--- src/rtl/pipe_pkg.sv ---
// Shared definitions for the 5-stage MIPS pipeline control logic.
//   - opcode constants used by hazard decode
//   - NOP encoding (all zeros)
//   - hazard controller state enum
//   - uses_rt(): whether an opcode reads the rt field as a source
package pipe_pkg;

  localparam logic [5:0]  OP_RTYPE = 6'h00;
  localparam logic [5:0]  OP_BEQ   = 6'h04;
  localparam logic [5:0]  OP_BNE   = 6'h05;
  localparam logic [5:0]  OP_LW    = 6'h23;
  localparam logic [5:0]  OP_SW    = 6'h2B;

  localparam logic [31:0] NOP      = 32'h0000_0000;

  typedef enum logic [1:0] {
    RUN    = 2'd0,
    REPLAY = 2'd1,
    FLUSH  = 2'd2
  } state_e;

  // rt is a source operand only for R-type ALU ops, the two compare
  // branches and stores; for loads and immediates it is the destination.
  function automatic logic uses_rt(input logic [5:0] opcode);
    return (opcode == OP_RTYPE) || (opcode == OP_BEQ) ||
           (opcode == OP_BNE)   || (opcode == OP_SW);
  endfunction

endpackage

--- src/rtl/hazard_ctrl_if.sv ---
// Pipeline-side signals of the hazard controller.
//   master: the pipeline datapath (drives ID/EX status, consumes controls)
//   slave : hazard_ctrl (consumes status, drives IF/ID, ID/EX and PC controls)
// Signals:
//   id_inst, id_pc4                 - instruction in ID and its PC+4
//   ex_memread, ex_rt               - load in EX and its destination register
//   ex_branch_taken, ex_branch_target - branch resolved taken in EX, target
//   hazard_hold, idex_flush         - IF/ID and ID/EX kill controls
//   pc_write, pc_redirect, pc_redirect_addr - PC update controls
interface hazard_ctrl_if;

  logic [31:0] id_inst;
  logic [31:0] id_pc4;
  logic        ex_memread;
  logic [4:0]  ex_rt;
  logic        ex_branch_taken;
  logic [31:0] ex_branch_target;

  logic        hazard_hold;
  logic        idex_flush;
  logic        pc_write;
  logic        pc_redirect;
  logic [31:0] pc_redirect_addr;

  modport master (
    output id_inst, id_pc4, ex_memread, ex_rt, ex_branch_taken, ex_branch_target,
    input  hazard_hold, idex_flush, pc_write, pc_redirect, pc_redirect_addr
  );

  modport slave (
    input  id_inst, id_pc4, ex_memread, ex_rt, ex_branch_taken, ex_branch_target,
    output hazard_hold, idex_flush, pc_write, pc_redirect, pc_redirect_addr
  );

endinterface

--- src/rtl/sat_counter.sv ---
// Saturating up-counter for performance events.
//   clk   - rising-edge clock
//   clr_n - synchronous active-low clear
//   inc   - count one event this cycle
//   count - current value; holds at all-ones once reached
module sat_counter #(
  parameter int WIDTH = 16
) (
  input  logic             clk,
  input  logic             clr_n,
  input  logic             inc,
  output logic [WIDTH-1:0] count
);

  logic [WIDTH-1:0] count_d;
  logic [WIDTH-1:0] count_q;

  always_comb begin
    count_d = count_q;
    if (inc && (count_q != {WIDTH{1'b1}})) begin
      count_d = count_q + 1'b1;
    end
  end

  always_ff @(posedge clk) begin
    if (!clr_n) begin
      count_q <= '0;
    end else begin
      count_q <= count_d;
    end
  end

  assign count = count_q;

endmodule

--- src/rtl/hazard_ctrl.sv ---
// Hazard controller for the 5-stage MIPS pipeline.
// Detects load-use hazards on the instruction in ID and resolves them by
// killing ID/EX, turning IF/ID into a nop and refetching the ID instruction
// (PC+4 - 4). Taken branches resolved in EX squash IF and ID and redirect
// fetch to the branch target; a branch always wins over a load-use hazard.
// Ports:
//   clock, reset   - rising-edge clock, synchronous active-low reset
//   bus            - pipeline status in / pipeline controls out (slave side)
//   stall_count    - saturating count of load-use replays
//   flush_count    - saturating count of taken-branch flushes
module hazard_ctrl
  import pipe_pkg::*;
#(
  parameter int CNT_W = 16
) (
  input  logic             clock,
  input  logic             reset,
  hazard_ctrl_if.slave     bus,
  output logic [CNT_W-1:0] stall_count,
  output logic [CNT_W-1:0] flush_count
);

  state_e      state_d;
  state_e      state_q;

  logic [5:0]  opcode;
  logic [4:0]  rs;
  logic [4:0]  rt;
  logic        load_use;

  logic        hold;
  logic        flush;
  logic        pc_we;
  logic        redirect;
  logic [31:0] redirect_addr;
  logic        stall_inc;
  logic        flush_inc;

  assign opcode = bus.id_inst[31:26];
  assign rs     = bus.id_inst[25:21];
  assign rt     = bus.id_inst[20:16];

  // $0 is never a real dependency, and a nop in ID (e.g. the bubble left by
  // a previous replay) never stalls even though its fields decode as zero.
  assign load_use = bus.ex_memread
                  && (bus.ex_rt != 5'd0)
                  && ((bus.ex_rt == rs) || (uses_rt(opcode) && (bus.ex_rt == rt)))
                  && (bus.id_inst != NOP);

  always_comb begin
    hold          = 1'b0;
    flush         = 1'b0;
    pc_we         = 1'b0;
    redirect      = 1'b0;
    redirect_addr = 32'h0;
    stall_inc     = 1'b0;
    flush_inc     = 1'b0;
    state_d       = RUN;

    // In reset every control stays low, including pc_write, so the PC
    // does not advance while the pipeline is being cleared.
    if (reset) begin
      pc_we = 1'b1;
      if (bus.ex_branch_taken) begin
        hold          = 1'b1;
        flush         = 1'b1;
        redirect      = 1'b1;
        redirect_addr = bus.ex_branch_target;
        flush_inc     = 1'b1;
        state_d       = FLUSH;
      end else if ((state_q == RUN) && load_use) begin
        // Refetch the ID instruction; by the time it is back in ID the
        // load has reached MEM and normal forwarding covers it.
        hold          = 1'b1;
        flush         = 1'b1;
        redirect      = 1'b1;
        redirect_addr = bus.id_pc4 - 32'd4;
        stall_inc     = 1'b1;
        state_d       = REPLAY;
      end
      // REPLAY and FLUSH last one cycle with default outputs, which also
      // masks the stale load-use seen against the inserted nop.
    end
  end

  always_ff @(posedge clock) begin
    if (!reset) begin
      state_q <= RUN;
    end else begin
      state_q <= state_d;
    end
  end

  assign bus.hazard_hold      = hold;
  assign bus.idex_flush       = flush;
  assign bus.pc_write         = pc_we;
  assign bus.pc_redirect      = redirect;
  assign bus.pc_redirect_addr = redirect_addr;

  sat_counter #(.WIDTH(CNT_W)) u_stall_cnt (
    .clk   (clock),
    .clr_n (reset),
    .inc   (stall_inc),
    .count (stall_count)
  );

  sat_counter #(.WIDTH(CNT_W)) u_flush_cnt (
    .clk   (clock),
    .clr_n (reset),
    .inc   (flush_inc),
    .count (flush_count)
  );

endmodule

--- src/flat_wrapper.sv ---
// flat-port wrapper written by rule: the top's interface ports become plain ports
module hazard_ctrl_flat import pipe_pkg::*;
#(
  parameter int CNT_W = 16
)
  (clock, reset, stall_count, flush_count, bus_id_inst, bus_id_pc4, bus_ex_memread, bus_ex_rt, bus_ex_branch_taken, bus_ex_branch_target, bus_hazard_hold, bus_idex_flush, bus_pc_write, bus_pc_redirect, bus_pc_redirect_addr);
  hazard_ctrl_if bus_i ();
  input  logic clock;
  input  logic reset;
  output logic [CNT_W-1:0] stall_count;
  output logic [CNT_W-1:0] flush_count;
  input wire logic [$bits(bus_i.id_inst)-1:0] bus_id_inst;
  input wire logic [$bits(bus_i.id_pc4)-1:0] bus_id_pc4;
  input wire logic [$bits(bus_i.ex_memread)-1:0] bus_ex_memread;
  input wire logic [$bits(bus_i.ex_rt)-1:0] bus_ex_rt;
  input wire logic [$bits(bus_i.ex_branch_taken)-1:0] bus_ex_branch_taken;
  input wire logic [$bits(bus_i.ex_branch_target)-1:0] bus_ex_branch_target;
  output wire logic [$bits(bus_i.hazard_hold)-1:0] bus_hazard_hold;
  output wire logic [$bits(bus_i.idex_flush)-1:0] bus_idex_flush;
  output wire logic [$bits(bus_i.pc_write)-1:0] bus_pc_write;
  output wire logic [$bits(bus_i.pc_redirect)-1:0] bus_pc_redirect;
  output wire logic [$bits(bus_i.pc_redirect_addr)-1:0] bus_pc_redirect_addr;
  assign bus_i.id_inst = bus_id_inst;
  assign bus_i.id_pc4 = bus_id_pc4;
  assign bus_i.ex_memread = bus_ex_memread;
  assign bus_i.ex_rt = bus_ex_rt;
  assign bus_i.ex_branch_taken = bus_ex_branch_taken;
  assign bus_i.ex_branch_target = bus_ex_branch_target;
  assign bus_hazard_hold = bus_i.hazard_hold;
  assign bus_idex_flush = bus_i.idex_flush;
  assign bus_pc_write = bus_i.pc_write;
  assign bus_pc_redirect = bus_i.pc_redirect;
  assign bus_pc_redirect_addr = bus_i.pc_redirect_addr;
  hazard_ctrl #(.CNT_W(CNT_W)) u_core (.clock(clock), .reset(reset), .bus(bus_i), .stall_count(stall_count), .flush_count(flush_count));
endmodule
--- config.mk ---
export PLATFORM = sky130hd
export DESIGN_NAME = hazard_ctrl_flat
export DESIGN_NICKNAME = d
export VERILOG_FILES = /design/src/rtl/pipe_pkg.sv /design/src/rtl/hazard_ctrl_if.sv /design/src/rtl/sat_counter.sv /design/src/rtl/hazard_ctrl.sv /design/src/flat_wrapper.sv
export SDC_FILE = /design/constraint.sdc
export NUM_CORES = 1
export LEC_CHECK = 0
export CAP_MARGIN = 10
export CORE_MARGIN = 4
export CORE_UTILIZATION = 38
export DETAILED_ROUTE_END_ITERATION = 10
export GPL_TIMING_DRIVEN = 0
export PLACE_DENSITY = 0.88
export SYNTH_ARGS = -nofsm -noshare
export SYNTH_HDL_FRONTEND = slang
export SYNTH_SLANG_ARGS = --single-unit
--- constraint.sdc ---
create_clock -name clock -period 5.51 [get_ports clock]
set_clock_uncertainty 0.2 [all_clocks]
set_input_delay 1.653 -clock clock [delete_from_list [all_inputs] [get_ports clock]]
set_output_delay 1.653 -clock clock [all_outputs]
set_load 0.02 [all_outputs]
Word-level counts from Yosys, hierarchy flattened
Index checks and enable logic that the tools add are counted.
- register bits: 34
- logic and storage cells: 44
- equality and inequality tests: 7
- add/sub/neg operators: 3
- bitwise gates (word level): 1
- reduce and logical (&&, ||, !) cells: 16
- multiplexer cells: 13
- operator list (cell ; number):
    $mux W32 ; 3
    $add A16 B1 Y16 const B ; 2
    $ne A16 B16 Y1 const B ; 2
    $reduce_bool A32 Y1 ; 1
    $sub A32 B3 Y32 const B ; 1
    $eq A6 B3 Y1 const B ; 2
    $eq A5 B5 Y1 ; 2
    $mux W1 ; 9
    $logic_and A1 B1 Y1 ; 7
    $eq A6 B6 Y1 const B ; 1
    $logic_not A6 Y1 ; 1
    $reduce_bool A5 Y1 ; 1
    $logic_or A1 B1 Y1 ; 4
    $logic_not A2 Y1 ; 1
    $mux W2 ; 1
    $reduce_or A2 Y1 ; 1
    $not A1 Y1 ; 1

Logic depth before layout (Yosys ltp)
- depth after elaboration: 13
- mapped depth: 9
- mapped depth without buffers: 7

Cells and area by module
A second synthesis with hierarchy kept.
- cell total of the unflattened synthesis: 388
- area, all modules: 2896.5 um2
- by module, submodules not included (module ; sequential area each (um2) ; area each (um2) ; instances ; cells an instance):
    sat_counter ; 320.3 ; 837.1 ; 2 ; 97
    hazard_ctrl ; 40.0 ; 1222.4 ; 1 ; 194

Worst setup path after synthesis
OpenSTA, ideal clock, no wires.
- path type: input-to-output
- start: input port bus_id_pc4[20]
- end: output port bus_pc_redirect_addr[31]
- slack: 0.101 ns
- buffers on the path: 1
- arrival time: 3.556 ns
- stages on the path: 7
- path through: or4_4 -> or4_1 -> buf_4 -> nor4_4 -> nand3b_1 -> xor2_1 -> o21ai_1
- longest elaborated chain between the ends: 4
- ends and longest elaborated chain (item ; RTL line ; text):
    from (decl) ; flat_wrapper.sv:13 ; input wire logic [$bits(bus_i.id_pc4)-1:0] bus_id_pc4;
    $sub A32 B3 Y32 ; hazard_ctrl.sv:77 ; redirect_addr = bus.id_pc4 - 32'd4;
    $mux W32 ; hazard_ctrl.sv:71 ; end else if ((state_q == RUN) && load_use) begin
    $mux W32 ; hazard_ctrl.sv:64 ; if (bus.ex_branch_taken) begin
    $mux W32 ; hazard_ctrl.sv:62 ; if (reset) begin
    to (decl) ; flat_wrapper.sv:22 ; output wire logic [$bits(bus_i.pc_redirect_addr)-1:0] bus_pc_redirect_addr;
Every way passes these cells.

Worst setup path in the final report
- start: input port bus_id_pc4[14]
- end: output port bus_pc_redirect_addr[20]
The elaborated chain is that of the path after synthesis.

==> flow_summary.toml <==
[run_status]
status = "completed"

[route]
first_pass_iters = 5
viasPerCell = 5.68
via_count = 3908
wl_um = 12000
drc_errors = 0
ant_nets = 0
drt_iter0_drc = 228
wl_per_cell_um = 17.4

[grt]
grt_pass1_wl_um = 17500
antenna_found_initial = 0
track_usage = 0.243
first_global_vias = 3867
overflow = 0
grt_max_degree = 13

[final_layout]
syn_to_final_growth_pct = 88.7
nets = 695
regArea_sq_um = 681
final_common_cell = "clkdlybuf4s50_1"
fin_cells = 688
final_cell_mix = "clkdlybuf4s50_1, buf_4, nand2_1"
drive_gt1_frac = 0.260
multi_input_area_sq_mm = 0.00226
n_fill_cell = 542
fin_util = 0.733

[floorplan]
start_util = 0.388
row_count = 31
core_area_sq_mm = 0.00721
die_w_um = 93.9
io_pins = 173
die-area_sq_mm = 0.00881
die_y_um = 93.9

[timing]
worst_slew_pin_slew_ns = 0.699
hold_viol = 0
fmax_mhz = 182
final_max_slew_viol_count = 0
setup_viol = 0
slew_headroom = 0.527
layout_min_cycle_time_ns = 5.49
fin_crit_sh = 0.997
rsz0062_at_grt = "true"

[clock_network]
cts_tree = "built"
path_clk_slew_ns = 0.07
clk_latency_ns = 0.29
htreeDepth = 2
hold_buffers = 0
cts_sinks = 34
cts_buffers = 5
cts_root_buffer = "clkbuf_8"
cts.path.max_buffers = 2

[synthesis]
yosys.cell_types.count = 48
synth-edff-count = 0
ys_seq_area_frac = 0.243
syn_inst = 378
yosysWarnings = 0
async_flop_share = 0
syn_nets = 486
syn-cell-area_sq_mm = 0.00280
yosys_register_bits = 34
syn_avg_cell_area_sq_um = 7.41
ys.flop_type = "dfxtp_1"

[pwr]
ir_drop_mv = 0.127
p_sw_mw = 0.201
seq_power_share = 0.338
p_total_mw = 0.741
sw_frac_of_total = 0.271
p_per_area_mw_per_mm2 = 140
p_leak_nw = 2.14
pwr-share-comb = 0.281
intPower_mw = 0.540
p_clk_frac = 0.381

[critical_path]
cp-start-kind = "primary input"
critPathKind = "primary input to output pin"
arrival_ns = 3.64
crit_required_ns = 3.66
cp_max_fo = 7
end_kind = "output pin"

[run]
cap_viol_max_count = 0

[hold_path]
hold_path_class = "flop to flop"

[placed_design]
dp_hpwl_um = 8430
port_buffers = 172
place_inst = 649
routabilityCongestion = 0.905
[cells in the mapped netlist (4+ instances only)]
cell type / n / area share
nand2_1: 44 / 0.059
dfxtp_1: 34 / 0.24
nor2_1: 28 / 0.038
xnor2_1: 26 / 0.081
xor2_1: 26 / 0.081
o21ai_0: 20 / 0.036
nand4_1: 19 / 0.042
nand3_1: 18 / 0.032
nor3_1: 18 / 0.032
clkbuf_1: 15 / 0.020
nor4_1: 15 / 0.033
o21ai_1: 13 / 0.023
a21oi_1: 10 / 0.018
or4_1: 10 / 0.027
and2_1: 6 / 0.013
o31ai_1: 6 / 0.016
or3_1: 6 / 0.013
and3_1: 5 / 0.011
nand2b_1: 5 / 0.011
buf_4: 4 / 0.011
inv_1: 4 / 0.0054
o21a_1: 4 / 0.011
[timing repair]
item | 4_1_cts | 5_1_grt
cloned | 1 | 1
pin swaps | 36 | 27
setup buffers | 23 | 6
gates resized for setup | 285 | 89
setup endpoints to repair | 35 | 35
[registers in the layout, summed over array words and instances, names as in the netlist]
name                      cells
u_core.u_flush_cnt.count     16
u_core.u_stall_cnt.count     16
u_core.state_q                2
[power by group through the flow]
stage | clock network [mW] | registers [mW] | logic [mW]
6_report | 0.282 | 0.250 | 0.209
5_1_grt | 0.298 | 0.251 | 0.221
4_1_cts | 0.285 | 0.250 | 0.194
3_5_place_dp | 0 | 0.256 | 0.190
3_3_place_gp | 0 | 0.256 | 0.186
2_1_floorplan | 0 | 0.258 | 0.0625
[through the flow]
| stage | area [sq um] | setup TNS [ns] | hold slack [ns] | setup slack (ns) |
|---|---|---|---|---|
| after floorplan | 2800 | 0 | 0.347 | 0.101 |
| after detailed placement | 4650 | -29.70 | 0.288 | -1.14 |
| after CTS | 5060 | 0 | 0.301 | 0.000954 |
| final | 5290 | 0 | 0.301 | 0.0154 |
| after global placement | 4650 | -29.58 | 0.281 | -1.08 |
| after global routing | 5280 | -0.221 | 0.325 | -0.0567 |
[critical path: stages]
cell,delay (ns)
buf_6,0.10
or4_4,0.53
or3_4,0.34
or2_1,0.25
buf_6,0.16
nor4_4,0.15
xnor2_1,0.19
o21ai_1,0.10
buf_4,0.16
[routing by layer]
layer / up-vias / share of wire / track usage
met5: - / 0 / 0
met4: 0 / 0.039 / 0.105
met3: 41 / 0.076 / 0.0473
met2: 222 / 0.53 / 0.457
met1: 1837 / 0.36 / 0.261
li1: 1808 / - / -
[layout make-up]
class | count | area share
sequential | 34 | 0.129
clock inverter | 3 | 0.0130
tap | 99 | 0.0234
timing repair buffer | 203 | 0.359
inverter | 5 | 0.00402
antenna | 1 | 0.000473
multi-input combinational | 319 | 0.428
clock buffer | 5 | 0.0130
buffer | 19 | 0.0298
[cells by family after synthesis]
family | count (synthesis) | synth area share
compound gates | 70 | 0.154
xor+xnor | 52 | 0.163
fa+ha+maj | 3 | 0.0134
buf+inv | 25 | 0.0415
flops | 34 | 0.243
mux | 1 | 0.00357
simple gates | 193 | 0.382
[path summary, 6_finish.rpt]
kind	slack (ns)	cells past startpoint	from	to
worst min register to register	0.30	2	u_core.u_stall_cnt.count[15]	u_core.u_stall_cnt.count[15]
worst min-delay path	0.30	2	u_core.u_stall_cnt.count[15]	u_core.u_stall_cnt.count[15]
worst max register to register	2.70	12	u_core.state_q[1]	u_core.u_stall_cnt.count[3]
worst max-delay path	0.02	9	bus_id_pc4[14]	bus_pc_redirect_addr[20]
No activity file was read; power rests on OpenSTA's default activity.
